$ cat src/rtl/serial_frame_tx.sv
// Parallel-to-serial framer: start bit, LSB-first data, optional parity, stop bit.
// The line idles high and serial_out always comes straight from a flop.
module serial_frame_tx #(
  parameter int DATA_W     = 8,
  parameter int PARITY_EN  = 1,
  parameter int PARITY_ODD = 0,
  parameter int BIT_CYCLES = 1
) (
  input  logic              clk,
  input  logic              rst,
  input  logic [DATA_W-1:0] din,
  input  logic              din_valid,
  output logic              din_ready,
  output logic              serial_out,
  output logic              busy,
  output logic              frame_done
);

  localparam int CW = (BIT_CYCLES > 1) ? $clog2(BIT_CYCLES) : 1;
  localparam int BW = (DATA_W > 1) ? $clog2(DATA_W) : 1;
  localparam logic [CW-1:0] LAST_CYCLE = CW'(BIT_CYCLES - 1);
  localparam logic [BW-1:0] LAST_BIT   = BW'(DATA_W - 1);

  typedef enum logic [2:0] {
    IDLE   = 3'd0,
    START  = 3'd1,
    DATA   = 3'd2,
    PARITY = 3'd3,
    STOP   = 3'd4
  } state_t;

  state_t            r_state;
  state_t            w_next_state;
  logic              r_serial;
  logic              w_next_serial;
  logic [DATA_W-1:0] r_shift;
  logic              r_parity;
  logic [BW-1:0]     r_bit;
  logic [CW-1:0]     r_cycle;
  logic              w_accept;
  logic              w_bit_end;
  logic              w_load;
  logic              w_shift;

  assign din_ready  = (r_state == IDLE);
  assign w_accept   = din_valid && din_ready;
  assign w_bit_end  = (r_cycle == LAST_CYCLE);
  assign busy       = (r_state != IDLE);
  assign frame_done = (r_state == STOP) && w_bit_end;
  assign serial_out = r_serial;

  always_ff @(posedge clk or posedge rst) begin
    if (rst) begin
      r_state  <= IDLE;
      r_serial <= 1'b1;
    end else begin
      r_state  <= w_next_state;
      r_serial <= w_next_serial;
    end
  end

  // The line value for the upcoming bit is decided here and registered with the state,
  // so serial_out changes exactly when the state does.
  always_comb begin
    w_next_state  = r_state;
    w_next_serial = r_serial;
    w_load        = 1'b0;
    w_shift       = 1'b0;
    case (r_state)
      IDLE: begin
        w_next_serial = 1'b1;
        if (w_accept) begin
          w_next_state  = START;
          w_next_serial = 1'b0;
          w_load        = 1'b1;
        end
      end
      START: begin
        if (w_bit_end) begin
          w_next_state  = DATA;
          w_next_serial = r_shift[0];
          w_shift       = 1'b1;
        end
      end
      DATA: begin
        if (w_bit_end) begin
          if (r_bit == LAST_BIT) begin
            if (PARITY_EN != 0) begin
              w_next_state  = PARITY;
              w_next_serial = r_parity;
            end else begin
              w_next_state  = STOP;
              w_next_serial = 1'b1;
            end
          end else begin
            w_next_serial = r_shift[0];
            w_shift       = 1'b1;
          end
        end
      end
      PARITY: begin
        if (w_bit_end) begin
          w_next_state  = STOP;
          w_next_serial = 1'b1;
        end
      end
      STOP: begin
        if (w_bit_end) begin
          w_next_state  = IDLE;
          w_next_serial = 1'b1;
        end
      end
      default: begin
        w_next_state  = IDLE;
        w_next_serial = 1'b1;
      end
    endcase
  end

  // r_shift[0] always holds the next data bit still to be put on the line.
  always_ff @(posedge clk or posedge rst) begin
    if (rst) begin
      r_shift  <= '0;
      r_parity <= 1'b0;
      r_bit    <= '0;
      r_cycle  <= '0;
    end else begin
      if (w_load) begin
        r_shift  <= din;
        r_parity <= (^din) ^ (PARITY_ODD != 0);
        r_bit    <= '0;
      end else if (w_shift) begin
        r_shift <= r_shift >> 1;
        if (r_state == DATA) begin
          r_bit <= r_bit + BW'(1);
        end
      end
      if (r_state == IDLE || w_bit_end) begin
        r_cycle <= '0;
      end else begin
        r_cycle <= r_cycle + CW'(1);
      end
    end
  end

endmodule
$ cat config.mk
export PLATFORM = sky130hd
export DESIGN_NAME = serial_frame_tx
export DESIGN_NICKNAME = d
export VERILOG_FILES = /design/src/rtl/serial_frame_tx.sv
export SDC_FILE = /design/constraint.sdc
export NUM_CORES = 1
export LEC_CHECK = 0
export ABC_CLOCK_PERIOD_IN_PS = 2200
export CELL_PAD_IN_SITES_DETAIL_PLACEMENT = 1
export CELL_PAD_IN_SITES_GLOBAL_PLACEMENT = 1
export CORE_MARGIN = 2
export CORE_UTILIZATION = 41
export DETAILED_ROUTE_END_ITERATION = 10
export PLACE_DENSITY = 0.83
export SYNTH_ARGS = -nofsm -noshare
export SYNTH_HDL_FRONTEND = slang
export SYNTH_SLANG_ARGS = --single-unit
export TNS_END_PERCENT = 30
$ cat constraint.sdc
create_clock -name clk -period 2.2 [get_ports clk]
set_clock_uncertainty 0.15 [all_clocks]
set_input_delay 0.33 -clock clk [delete_from_list [all_inputs] [get_ports clk]]
set_output_delay 0.33 -clock clk [all_outputs]
set_load 0.02 [all_outputs]
# ---- Word-level counts from Yosys, hierarchy flattened
# Index checks and enable logic that the tools add are counted.
dict set report word_totals {
  reg_bits 17
  elab_cells 58
  inputBits 11
  out_inout_bits 4
}
dict set report op_classes {
  n_addsub 2
  eq_ne 12
  bitwise_logic 1
  n_mux 25
  reduce_logical 12
}
# op count
set op_table {}
lappend op_table {{$mux W3} 9}
lappend op_table {{$mux W8} 2}
lappend op_table {{$pmux W3 S5} 1}
lappend op_table {{$ne A2 B2 Y1 const B} 6}
lappend op_table {{$mux W1} 11}
lappend op_table {{$reduce_xor A8 Y1} 1}
lappend op_table {{$eq A3 B2 Y1 const B} 2}
lappend op_table {{$eq A3 B3 Y1 const B} 2}
lappend op_table {{$reduce_and A6 Y1} 1}
lappend op_table {{$pmux W1 S4} 1}
lappend op_table {{$reduce_bool A2 Y1} 2}
lappend op_table {{$add A3 B1 Y3 const B} 1}
lappend op_table {{$eq A3 B1 Y1 const B} 1}
lappend op_table {{$logic_not A3 Y1} 1}
lappend op_table {{$reduce_and A3 Y1} 1}
lappend op_table {{$reduce_bool A3 Y1} 1}
lappend op_table {{$logic_and A1 B1 Y1} 2}
lappend op_table {{$ne A2 B1 Y1 const B} 1}
lappend op_table {{$pmux W1 S2} 1}
lappend op_table {{$reduce_and A2 Y1} 1}
lappend op_table {{$reduce_or A2 Y1} 1}
lappend op_table {{$add A1 B1 Y1 const B} 1}
lappend op_table {{$logic_or A1 B1 Y1} 1}
lappend op_table {{$not A1 Y1} 1}

# ---- Longest topological paths before layout
# Gate-level depths: netlist of the first run.
dict set report logic_depth {
  word_depth 6
  depth_mapped 7
  ltp_nobuf 6
}

# ---- Worst setup path after synthesis of the first run
# No wires, ideal clock.
dict set report synth_path {
  path_kind {register to register}
  from {reg r_bit[0]}
  to {reg r_bit[0]}
  required_ns 1.931
  setup_slack_ns 0.355
  setup_ns 0.119
  n_path_buf 1
  path_stages_with_launch 7
  arrival_ns 1.577
  period_less_slack_ns 1.845
  path_cell_list {dfrtp_1 ha_1 ha_1 or4_1 buf_2 xor2_1 nor2_2}
}
dict set report synth_via {
  elab_chain_cells 6
  elab_cells_between_ends 10
  classes_between {add/sub: 1; eq/ne: 1; mux: 6; reduce/logical: 2}
}
# element line_no
set synth_lines {}
lappend synth_lines {{start: declaration} 38} ;# logic [BW-1:0] r_bit;
lappend synth_lines {{start signal: assignment} 135} ;# r_bit <= r_bit + BW'(1);
lappend synth_lines {{$eq A3 B3 Y1} 87} ;# if (r_bit == LAST_BIT) begin
lappend synth_lines {{$mux W1} 87}
lappend synth_lines {{$mux W1} 86} ;# if (w_bit_end) begin
lappend synth_lines {{$pmux W1 S2} 69} ;# case (r_state)
lappend synth_lines {{$reduce_bool A2 Y1 (no line)} n/a}
lappend synth_lines {{$reduce_and A2 Y1 (no line)} n/a}
# Several ways; a longest one is shown, not always the timed one. The select of a mux whose other input is x is not followed.
# A chain may end at the register's enable or synchronous reset.

# ---- Worst setup path in the final report of the first run
dict set report layout_path {
  from {reg r_state[2]}
  to {out din_ready}
}
dict set report layout_via {
  elab_chain_cells 1
}
# element line_no
set layout_lines {}
lappend layout_lines {{start: declaration} 32} ;# state_t r_state;
lappend layout_lines {{start signal: assignment} 57} ;# r_state <= w_next_state;
lappend layout_lines {{$logic_not A3 Y1} 45} ;# assign din_ready = (r_state == IDLE);
lappend layout_lines {{end: declaration} 13} ;# output logic din_ready,
# Every way passes these cells.

==> results of run 1 <==
## how the worst max path moves through the flow
stage                    start          to  slack (ps)  cells past startpoint
floorplan             r_bit[0]    r_bit[0]         350                      6
global placement     din_valid  r_shift[7]         220                      4
detailed placement   din_valid  r_shift[5]         170                      4
CTS                 r_state[2]   din_ready          80                      3
global route        r_state[2]   din_ready          20                      3
finish              r_state[2]   din_ready         100                      3
## power breakdown
part | internal, uW | total, uW | switching, uW
clock network | 70.6 | 172 | 101
logic | 343 | 751 | 408
registers | 439 | 520 | 81.4
total | 853 | 1440 | 591
## layout make-up
| cell class | count | area (um2) |
|---|---|---|
| clock buffer | 4 | 26.3 |
| multi-input combinational | 69 | 500 |
| sequential | 17 | 427 |
| tap | 30 | 37.5 |
| timing repair buffer | 17 | 161 |
| fill | 277 | 1250 |
| inverter | 3 | 11.3 |
## cell families after synthesis
group / after synthesis / share of synthesized area, %
flops: 17 / 41.8
buf+inv: 10 / 9.08
other cells: 1 / 0.368
simple gates: 30 / 16.2
mux: 9 / 8.83
fa+ha+maj: 2 / 2.45
compound gates: 18 / 13.5
xor+xnor: 9 / 7.73
## sequential cells by signal, summed over array words and instances, names as in the netlist
register    count
r_shift         8
r_bit           3
r_state         3
r_cycle         1
r_parity        1
serial_out      1
## placed cells by master, fill, tap and decap left out, drive strengths merged, types with 2 or more instances in the layout
cell,synthesis,routed
mux2i,9,9
buf,7,3
nor2b,5,5
nand2,9,9
clkbuf,0,4
nor3,2,2
xnor2,8,8
dfrtp,16,16
inv,3,3
nor2,8,8
o21ai,12,12
ha,2,2
clkdlybuf4s50,0,13
## what timing repair did
item                                    in CTS  in global routing
setup buffers                                0                  0
endpoints found under the setup margin       1                  0
resized for setup                            1                  0
## stage by stage
| stage | cells | setup WS (ps) | cell area (um2) | total power [uW] |
|---|---|---|---|---|
| 2_1_floorplan | 96 | 355 | 1020 | 1180 |
| 4_1_cts | 140 | 76.8 | 1160 | 1470 |
| 3_3_place_gp | 136 | 217 | 1140 | 1250 |
| 6_report | 140 | 102 | 1160 | 1440 |
| 3_5_place_dp | 136 | 173 | 1140 | 1290 |
| 5_1_grt | 140 | 23.1 | 1160 | 1580 |
## metal layers
metal	wire (um)	track usage, %
met3	82	3.06
met5	0	0
met2	893	27.0
met4	51	8.97
met1	894	20.6
==> impl_metrics.tcl, run 1 <==
set metrics [dict create \
    antenna_found_initial 0 \
    worstReg2RegEnd "r_shift[7]" \
    drt_pass1_iterations 4 \
    grt_use_total_pct 16.6 \
    synth_seq_cells 17 \
    yosys.area.top_type "dfrtp_1" \
    cpPeakStageDelay_ps 630 \
    outcome "finished, final reports clean" \
    reg2regPathDepth 5 \
    max_slew.worst_pin.slew_ps 709 \
    vias 704 \
    static-leakage-power_uw 0.000490 \
    path_buf_inv 2 \
    clockRootBuffer "clkbuf_4" \
    rsz0062_at_grt "false" \
    synth.avg_cell_area_um2 10.6 \
    syn-cell-area_mm2 0.00102 \
    cts_buffer_depth 2 \
    core-area_mm2 0.00241 \
    std_cell_rows 18 \
    cts_made_buffers 3 \
    ys_seq_area_share_pct 41.8 \
    synth_top_flop_cell "dfrtp_1" \
    crit_family "buffers and inverters" \
    worstPathMaxFanout 8 \
    die_width_um 53.9 \
    syn-num-nets 109 \
    start_util_pct 42.3 \
    fin_util_pct 48.3 \
    clk_pin_slew_ps 100 \
    gp_congestion 0.759 \
    num-nets-final 124 \
    worst_path_max_delay_cell "clkdlybuf4s50_1" \
    synth_commonest_cells "dfrtp_1, mux2i_1, nand2_1" \
    grt_max_degree 18 \
    cts.htree.levels 1 \
    grt_first_pass_wirelength_mm 3.33 \
    wl_mm 1.92 \
    slew_headroom_pct 52.7 \
    hold_buffers 0 \
    whs_ps 294 \
    setup_tns_ps 0 \
    max_freq_mhz 477 \
    drive_gt1_share_pct 13.6 \
    min_path_type "input pin to async pin" \
    crit_chain "buf_4, nor3_4, clkdlybuf4s50_1" \
    arrival_ps 1620 \
    overflow 0 \
    period_minus_slack_ps 2100 \
    powerDensity_mw_per_mm2 1240 \
    synth_most_common_cell "dfrtp_1" \
    finalCritPeriodShare_pct 95.4 \
    crit_path_end_kind "output port" \
    vdd_drop_max_mv 0.618 \
    io_pins 15 \
    cts_tree "done" \
    clk_latency_ps 290 \
    cp-start-kind "flop" \
    place_hpwl_mm 1.43 \
    r2r_slack_ps 210 \
    hold_viol 0 \
    grt_pass1_vias 760 \
    yosysWarnings 0 \
    die_h_um 53.9 \
    postSynthCellCount 96 \
    setup_viol 0 \
    synth.distinct_cells 34 \
    viasPerCell 5.03 \
    synth-edff-count 0 \
    dieArea_mm2 0.00290 \
    diodes 0 \
    async_reset_ff_share_pct 100 \
    cts_sinks 17 \
    ys_top_cells_by_area "dfrtp_1, mux2i_1, xnor2_1" \
    drc 0 \
    worstReg2RegStart "r_bit[0]" \
    synth_top_area_share_pct 39.3 \
    maxCapViolCount 0 \
    slew_violations 0 \
    area_delta_synth_final_pct 14.1 \
    path_class "flop to output port" \
    drtIter0Drc 6 \
    ant_nets 0 \
    port_buffers 14 \
    required_ps 1720 \
    wl_per_cell_um 13.7 \
]
Note: power is estimated with default switching activity, not from simulation.
==> run 2, diff against run 1 <==
Settings changed: CORE_MARGIN 2 to unset.
==> run 2 against run 1 <==
  * Setup slack better by 4.6 ps
  * Largest cell class unchanged
  * Global-route usage is 1.0 points higher
  * Clock-buffer cell count stayed put
  * Cell count is 1.4% lower
  * Critical endpoint is now busy
  * Flip-flop and latch count stayed put
==> impl_metrics.tcl, run 2 (synthesized netlist as in run 1, its figures left out) <==
set metrics [dict create \
    cts_made_buffers 3 \
    max_freq_mhz 478 \
    drtIter0Drc 2 \
    setup_tns_ps 0 \
    crit_path_end_kind "output port" \
    clk_pin_slew_ps 90 \
    dieArea_mm2 0.00269 \
    antenna_found_initial 0 \
    hold_viol 0 \
    vdd_drop_max_mv 0.573 \
    viasPerCell 5.17 \
    final_common_cell "dfrtp_1" \
    overflow 0 \
    area_delta_synth_final_pct 14.4 \
    setup_viol 0 \
    drt_pass1_iterations 3 \
    finalCritPeriodShare_pct 95.2 \
    arrival_ps 1610 \
    clk_latency_ps 280 \
    grt_pass1_vias 753 \
    wl_mm 2.01 \
    largest_register_ffs 8 \
    port_buffers 14 \
    num-nets-final 124 \
    cts.htree.levels 1 \
    cts_tree "done" \
    cts_buffer_depth 2 \
    post_cts_buffers 0 \
    min_path_type "input pin to async pin" \
    rsz0062_at_grt "false" \
    hold_buffers 0 \
    required_ps 1720 \
    cts_sinks 17 \
    outcome "finished, final reports clean" \
    cpPeakStageDelay_ps 530 \
    core-area_mm2 0.00228 \
    maxCapViolCount 0 \
    io_pins 15 \
    place_hpwl_mm 1.52 \
    cp-start-kind "flop" \
    grt_use_total_pct 17.6 \
    drc 0 \
    final_cell_mix "dfrtp_1, clkdlybuf4s50_1, mux2i_1, nand2_1, xnor2_1" \
    die_width_um 51.9 \
    grt_first_pass_wirelength_mm 3.34 \
    die_h_um 51.9 \
    final_cells 138 \
    wl_per_cell_um 14.6 \
    worstPathMaxFanout 11 \
    slew_violations 0 \
    ant_nets 0 \
    path_class "flop to output port" \
    powerDensity_mw_per_mm2 1250 \
    start_util_pct 44.8 \
    placed_cells 134 \
    vias 714 \
    period_minus_slack_ps 2090 \
    crit_chain "nor3_4, inv_1, clkdlybuf4s50_1" \
    grt_max_degree 18 \
    worst_path_max_delay_cell "clkdlybuf4s50_1" \
    largestRegisters "r_shift (8), r_bit (3), r_state (3)" \
    static-leakage-power_uw 0.000500 \
    slew_headroom_pct 57.3 \
    std_cell_rows 17 \
    drive_gt1_share_pct 15.5 \
    clockRootBuffer "clkbuf_4" \
    max_slew.worst_pin.slew_ps 640 \
    gp_congestion 0.725 \
    diodes 0 \
    max_flop_register "r_shift" \
]
[run 2: changes by cell type in the layout (fill, tap and decap cells not counted), sizes merged]
cell / delta
clkdlybuf4s50: -1
dlymetal6s2s: +1
[run 2: timing repair]
action | 4_1_cts | 5_1_grt
gates resized for setup | 3 | 1
endpoints found under the setup margin | 2 | 1
cloned | 0 | 0
[run 2: area by class of cell]
type	instances	area (um2)
inverters	3	11.3
multi-input cells	69	500
fillers	262	1110
well taps	28	35.0
clock buffers	4	26.3
flip-flops and latches	17	429
repair buffers	17	164
[run 2: final timing paths]
kind | slack, ps | startpoint | depth (start not counted) | to
setup / recovery | 110 | r_state[0] | 3 | busy
hold / removal | 270 | rst | 2 | r_shift[0]
setup reg to reg | 230 | r_bit[0] | 5 | r_bit[2]
hold reg to reg | 340 | r_shift[2] | 2 | r_shift[2]
max in group asynchronous | 1180 | rst | 2 | r_state[0]
min in group clk | 340 | r_shift[2] | 2 | r_shift[2]
[run 2: per-layer routing]
layer | up-vias | wire, um | GRT usage (%)
met5 | - | 0 | 0
met4 | 0 | 50 | 9.46
met3 | 6 | 56 | 3.80
met2 | 15 | 1020 | 29.1
met1 | 341 | 882 | 21.0
li1 | 352 | - | -
[run 2: stage by stage]
stage / setup slack [ps] / hold WS [ps] / utilization [%] / area (um2) / total power, uW
after global placement: 258 / 314 / 49.9 / 1140 / 1270
after CTS: 28.4 / 300 / 51.1 / 1160 / 1490
after floorplan: 355 / 105 / - / 1020 / 1180
final: 106 / 270 / 51.2 / 1170 / 1460
after detailed placement: 232 / 312 / 49.9 / 1140 / 1310
after global routing: 28.6 / 352 / 51.2 / 1170 / 1580
[run 2: power by group]
part / switching, uW / internal (uW) / total, uW
clock: 92.9 / 70.4 / 163
sequential: 136 / 442 / 579
combinational: 366 / 352 / 718
[run 2: critical path, delay by kind of cell (launching register included)]
kind,cells,cell delay [ps]
AND/OR/NAND/NOR,1,240
buffers and inverters,2,580
flip-flops,1,510
